==> config.mk <==
export PLATFORM = sky130hd
export DESIGN_NAME = dmem_request_unit
export DESIGN_NICKNAME = d
export VERILOG_FILES = /design/src/rtl/dmem_request_unit.sv
export SDC_FILE = /design/constraint.sdc
export NUM_CORES = 1
export LEC_CHECK = 0
export BUFFER_PORTS_ARGS = -buffer_cell sky130_fd_sc_hd__buf_4
export CORE_ASPECT_RATIO = 0.9
export CORE_MARGIN = 8
export CORE_UTILIZATION = 52
export DETAILED_ROUTE_END_ITERATION = 8
export PLACE_DENSITY = 0.78
export SYNTH_ARGS = -nofsm -noshare
export SYNTH_HDL_FRONTEND = slang
export SYNTH_SLANG_ARGS = --single-unit
export TNS_END_PERCENT = 10
==> constraint.sdc <==
create_clock -name CLK -period 4.35 [get_ports CLK]
set_input_delay 0.2175 -clock CLK [delete_from_list [all_inputs] [get_ports CLK]]
set_output_delay 0.2175 -clock CLK [all_outputs]
set_load 0.01 [all_outputs]
==> src/rtl/dmem_request_unit.sv <==
// Data-memory request unit: latches load/store at ihit, holds it to dhit,
// gates the PC, tracks the LL/SC link, captures halt and counts data stalls.
module dmem_request_unit #(
  parameter int WORD_W  = 32,
  parameter int CNT_W   = 16,
  parameter int LINK_EN = 1
) (
  input  logic              CLK,
  input  logic              nRST,
  input  logic              ihit,
  input  logic              dhit,
  input  logic              cu_dREN,
  input  logic              cu_dWEN,
  input  logic              cu_datomic,
  input  logic              cu_halt,
  input  logic [WORD_W-1:0] cu_addr,
  input  logic [WORD_W-1:0] cu_store,
  input  logic              inv_valid,
  input  logic [WORD_W-1:0] inv_addr,
  output logic              dREN,
  output logic              dWEN,
  output logic              datomic,
  output logic [WORD_W-1:0] dmemaddr,
  output logic [WORD_W-1:0] dmemstore,
  output logic              pc_en,
  output logic              sc_success,
  output logic              halt,
  output logic [CNT_W-1:0]  stall_count
);

  typedef enum logic [1:0] {
    IDLE,
    DREQ,
    HALTED
  } state_t;

  state_t state, state_n;

  logic              link_valid, link_valid_n;
  logic [WORD_W-1:0] link_addr, link_addr_n;
  logic              is_mem, sc_fail, accept, done;
  logic              link_set, store_hit, inv_hit;

  function automatic logic word_match(
    input logic [WORD_W-1:0] a,
    input logic [WORD_W-1:0] b
  );
    return ((a ^ b) >> 2) == '0;
  endfunction

  assign is_mem  = cu_dREN | cu_dWEN;
  assign sc_fail = (LINK_EN != 0) & cu_dWEN & cu_datomic
                 & ~(link_valid & word_match(cu_addr, link_addr));

  always_comb begin
    state_n    = state;
    pc_en      = 1'b0;
    sc_success = 1'b0;
    accept     = 1'b0;
    done       = 1'b0;
    unique case (state)
      IDLE: begin
        if (ihit) begin
          if (cu_halt) begin
            state_n = HALTED;
          end else if (!is_mem || sc_fail) begin
            pc_en = 1'b1;
          end else begin
            accept  = 1'b1;
            state_n = DREQ;
          end
        end
      end
      DREQ: begin
        sc_success = dWEN & datomic;
        if (dhit) begin
          pc_en   = 1'b1;
          done    = 1'b1;
          state_n = IDLE;
        end
      end
      HALTED: state_n = HALTED;
      default: state_n = IDLE;
    endcase
  end

  // Invalidate is checked against the post-LL address so it wins a collision.
  assign link_set    = (LINK_EN != 0) & done & dREN & datomic;
  assign link_addr_n = link_set ? dmemaddr : link_addr;
  assign store_hit   = done & dWEN & word_match(dmemaddr, link_addr);
  assign inv_hit     = inv_valid & word_match(inv_addr, link_addr_n);

  always_comb begin
    link_valid_n = link_valid;
    if (link_set)
      link_valid_n = 1'b1;
    if (store_hit || inv_hit)
      link_valid_n = 1'b0;
  end

  always_ff @(posedge CLK or negedge nRST) begin
    if (!nRST) begin
      state       <= IDLE;
      dREN        <= 1'b0;
      dWEN        <= 1'b0;
      datomic     <= 1'b0;
      dmemaddr    <= '0;
      dmemstore   <= '0;
      halt        <= 1'b0;
      link_valid  <= 1'b0;
      link_addr   <= '0;
      stall_count <= '0;
    end else begin
      state      <= state_n;
      link_valid <= link_valid_n;
      link_addr  <= link_addr_n;
      if (state_n == HALTED)
        halt <= 1'b1;
      if (accept) begin
        dREN      <= cu_dREN;
        dWEN      <= cu_dWEN;
        datomic   <= cu_datomic;
        dmemaddr  <= cu_addr;
        dmemstore <= cu_store;
      end else if (done) begin
        dREN    <= 1'b0;
        dWEN    <= 1'b0;
        datomic <= 1'b0;
      end
      if (state == DREQ && !dhit && !(&stall_count))
        stall_count <= stall_count + 1'b1;
    end
  end

endmodule
==> flow_metrics.tcl <==
set metrics [dict create \
    status "finished clean" \
    critPathKind "register to register" \
    n_antenna_cell 0 \
    stdcell_count 901 \
    cts_tree "done" \
    cp_data_arrival_time_ps 3360 \
    fp-row-count 37 \
    synth.avg_cell_area_um2 11.1 \
    post_drt_via_cell_ratio 5.55 \
    tns_ps 0 \
    synthDistinctLibCells 46 \
    wl_met3_um 1500 \
    rsz0062_at_grt "no" \
    hold_path_depth 2 \
    area_delta_synth_final_pct 37.9 \
    tightest_slew_ps 981 \
    place_congestion 0.912 \
    final.fill_count 848 \
    worstReg2RegEnd "dmemstore[0]" \
    route.detailed.drc 0 \
    synth_cells 535 \
    clk_pin_slew_worst_paths_ps 50 \
    placedCellCount 869 \
    post-route-period-util_pct 70.6 \
    crit_required_ps 4630 \
    ys_ff_latch 117 \
    highest_layer "met4" \
    timing.rr.start "link_addr[9]" \
    dp_hpwl_um 13700 \
    power.density_nw_per_um2 545 \
    fin_crit_ps 3070 \
    post_cts_resized 0 \
    r2r_slack_ps 1280 \
    dr_wl_met2_um 8820 \
    grt_start_max_net_pins 77 \
    die_x_um 129 \
    worstSkewPairLatency_ps 420 \
    r2r_cells 7 \
    num-nets-final 839 \
    antenna_found_initial 0 \
    drv.max_cap_violation_count 0 \
    total_power_w 0.00447 \
    design.core.area_um2 11300 \
    fp.dieArea_um2 15100 \
    fmax_mhz 326 \
    synth-edff-count 0 \
    holdWs_ps 16.3 \
    routed_wl_um 18200 \
    portBuffers 188 \
    async_flop_share_pct 100 \
    start_kind "register" \
    firstDrtPassIters 6 \
    drt-met1-wl_um 7560 \
    wl_per_cell_um 20.2 \
    leakagePower_nw 3.93 \
    drtAntennaViolNets 0 \
    die_height_um 117 \
    vias 5002 \
    synth_area_um2 5950 \
    root_buffer "clkbuf_16" \
    io-pin-count 191 \
    fin_skew_ps 8.62 \
    htree_num_levels 4 \
    grt_first_pass_wirelength_um 28200 \
    drive_gt1_share_pct 34.9 \
    ys_warn_count 0 \
    cts_buffers 17 \
    initial_core_util_pct 52.6 \
    synth-seq-area-share_pct 49.2 \
    grt_usage_pct 24.2 \
    clock-sinks 117 \
    gr-total-overflow 0 \
    slew_headroom_pct 34.6 \
    grt_pass1_vias 5221 \
    setup-violations-final 0 \
    hold_violations 0 \
    cp_max_fo 66 \
    drt_iter0_markers 403 \
    ys.flop_type "dfrtp_1" \
    worst_hold_path_type "input port to register" \
    crit_path_end_kind "register" \
    whs_endpoint "dmemaddr[1]" \
    syn_nets 641 \
    clockBufferDepth 2 \
    hold_start "cu_addr[1]" \
    slew_viol_final 0 \
    ir_drop_v 0.000294 \
]
-- report_power, final --
group	total, W	internal [W]	leakage (nW)	switching, W
Clock	0.00163	0.00116	0.337	0.000479
Combinational	0.00118	0.000664	2.09	0.000519
Sequential	0.00165	0.00135	1.51	0.000301
-- kinds of logic (layout without fill, tap and decap cells) --
group / after synthesis / count (layout) / share of synthesized area, %
and+or+nand+nor: 153 / 153 / 13.0
DFF: 117 / 117 / 49.2
xor gates and xnor gates: 97 / 97 / 14.3
muxes: 71 / 71 / 13.4
AOI/OAI and AO/OA: 57 / 57 / 6.63
buffers and inverters: 39 / 249 / 3.22
adders and majority gates: 1 / 1 / 0.210
-- per-stage QoR --
stage	cell area [um2]	setup slack, ps	utilization, %
2_1_floorplan	5950	2300	-
3_3_place_gp	7510	1430	66.4
6_report	8200	1280	72.6
4_1_cts	8200	1330	72.6
5_1_grt	8200	1200	72.6
3_5_place_dp	7510	1340	66.4
-- flip-flops by register name, indices dropped and copies added (netlist names) --
name / flops
link_addr: 30
link_valid: 1
state: 2
datomic: 1
dWEN: 1
dmemstore: 32
dmemaddr: 32
dREN: 1
halt: 1
stall_count: 16
-- worst max-delay path, cell delays in order (launching register included) --
cell	delay, ps
dfrtp_1	450
xnor2_1	290
nand4_1	170
nor4_1	680
a21oi_1	300
nor3b_4	280
buf_12	360
mux2_1	380
-- routing by layer --
layer / track usage, % / vias to the layer above
met5: 0 / -
met4: 8.00 / 0
met3: 7.84 / 28
met1: 29.7 / 2513
met2: 39.2 / 195
li1: - / 2266
-- placed cells by master (no fill, tap or decap), types with 4 or more instances in the layout --
cell type / n
nand2_1: 67
dfrtp_1: 117
a21oi_1: 8
bufinv_16: 7
clkbuf_16: 17
a2111oi_0: 4
xnor2_1: 81
buf_4: 191
nor4_1: 7
nand3_1: 15
o2bb2ai_1: 8
nor2_1: 10
xor2_1: 16
o221ai_1: 4
mux2_2: 32
and2_1: 6
nand3b_1: 4
o21ai_0: 19
inv_1: 25
nand4_1: 22
mux2_1: 38
-- cell usage after synthesis (2+ instances only) --
library cell	n	area share, %
a2111oi_0	4	0.59
a21o_1	2	0.25
a21oi_1	8	0.67
a221oi_1	2	0.29
a222oi_1	2	0.34
and2_1	6	0.63
and3_1	3	0.32
and3b_1	3	0.44
buf_2	6	0.51
buf_4	2	0.25
buf_6	4	0.76
clkbuf_1	2	0.13
dfrtp_1	117	49
inv_1	25	1.6
mux2_1	38	7.2
mux2_2	32	6.1
nand2_1	67	4.2
nand3_1	15	1.3
nand3b_1	4	0.51
nand4_1	22	2.3
nor2_1	11	0.69
nor3_1	3	0.25
nor4_1	7	0.74
o21ai_0	19	1.6
o21bai_1	2	0.25
o221ai_1	4	0.59
o2bb2ai_1	8	1.2
or2_2	3	0.32
or4_1	2	0.25
xnor2_1	81	12
xor2_1	16	2.4
-- worst max path at each step --
stage	slack, ps	depth (start not counted)	end	startpoint
floorplan	2300	8	dmemaddr[30]	link_addr[21]
global placement	1430	7	dmemaddr[12]	link_addr[9]
detailed placement	1340	7	dmemaddr[18]	link_addr[9]
CTS	1330	7	dmemaddr[18]	link_addr[9]
global route	1200	7	link_valid	state[1]
finish	1280	7	dmemstore[0]	link_addr[9]
-- what timing repair did --
item | in CTS | in global routing
endpoints found under the setup margin | 0 | 0
hold endpoints to repair | 22 | 0
hold buffers | 1 | 0
buffers inserted | 0 | 0
-- cell type report --
type	count	area [um2]	area share, %
inverter	25	93.8	1.14
timing repair buffer	193	1460	17.8
clock buffer	21	460	5.61
sequential	117	2930	35.7
tap	156	195	2.38
clock inverter	10	225	2.75
multi-input combinational	379	2840	34.6
Note: power is estimated with default switching activity, not from simulation.
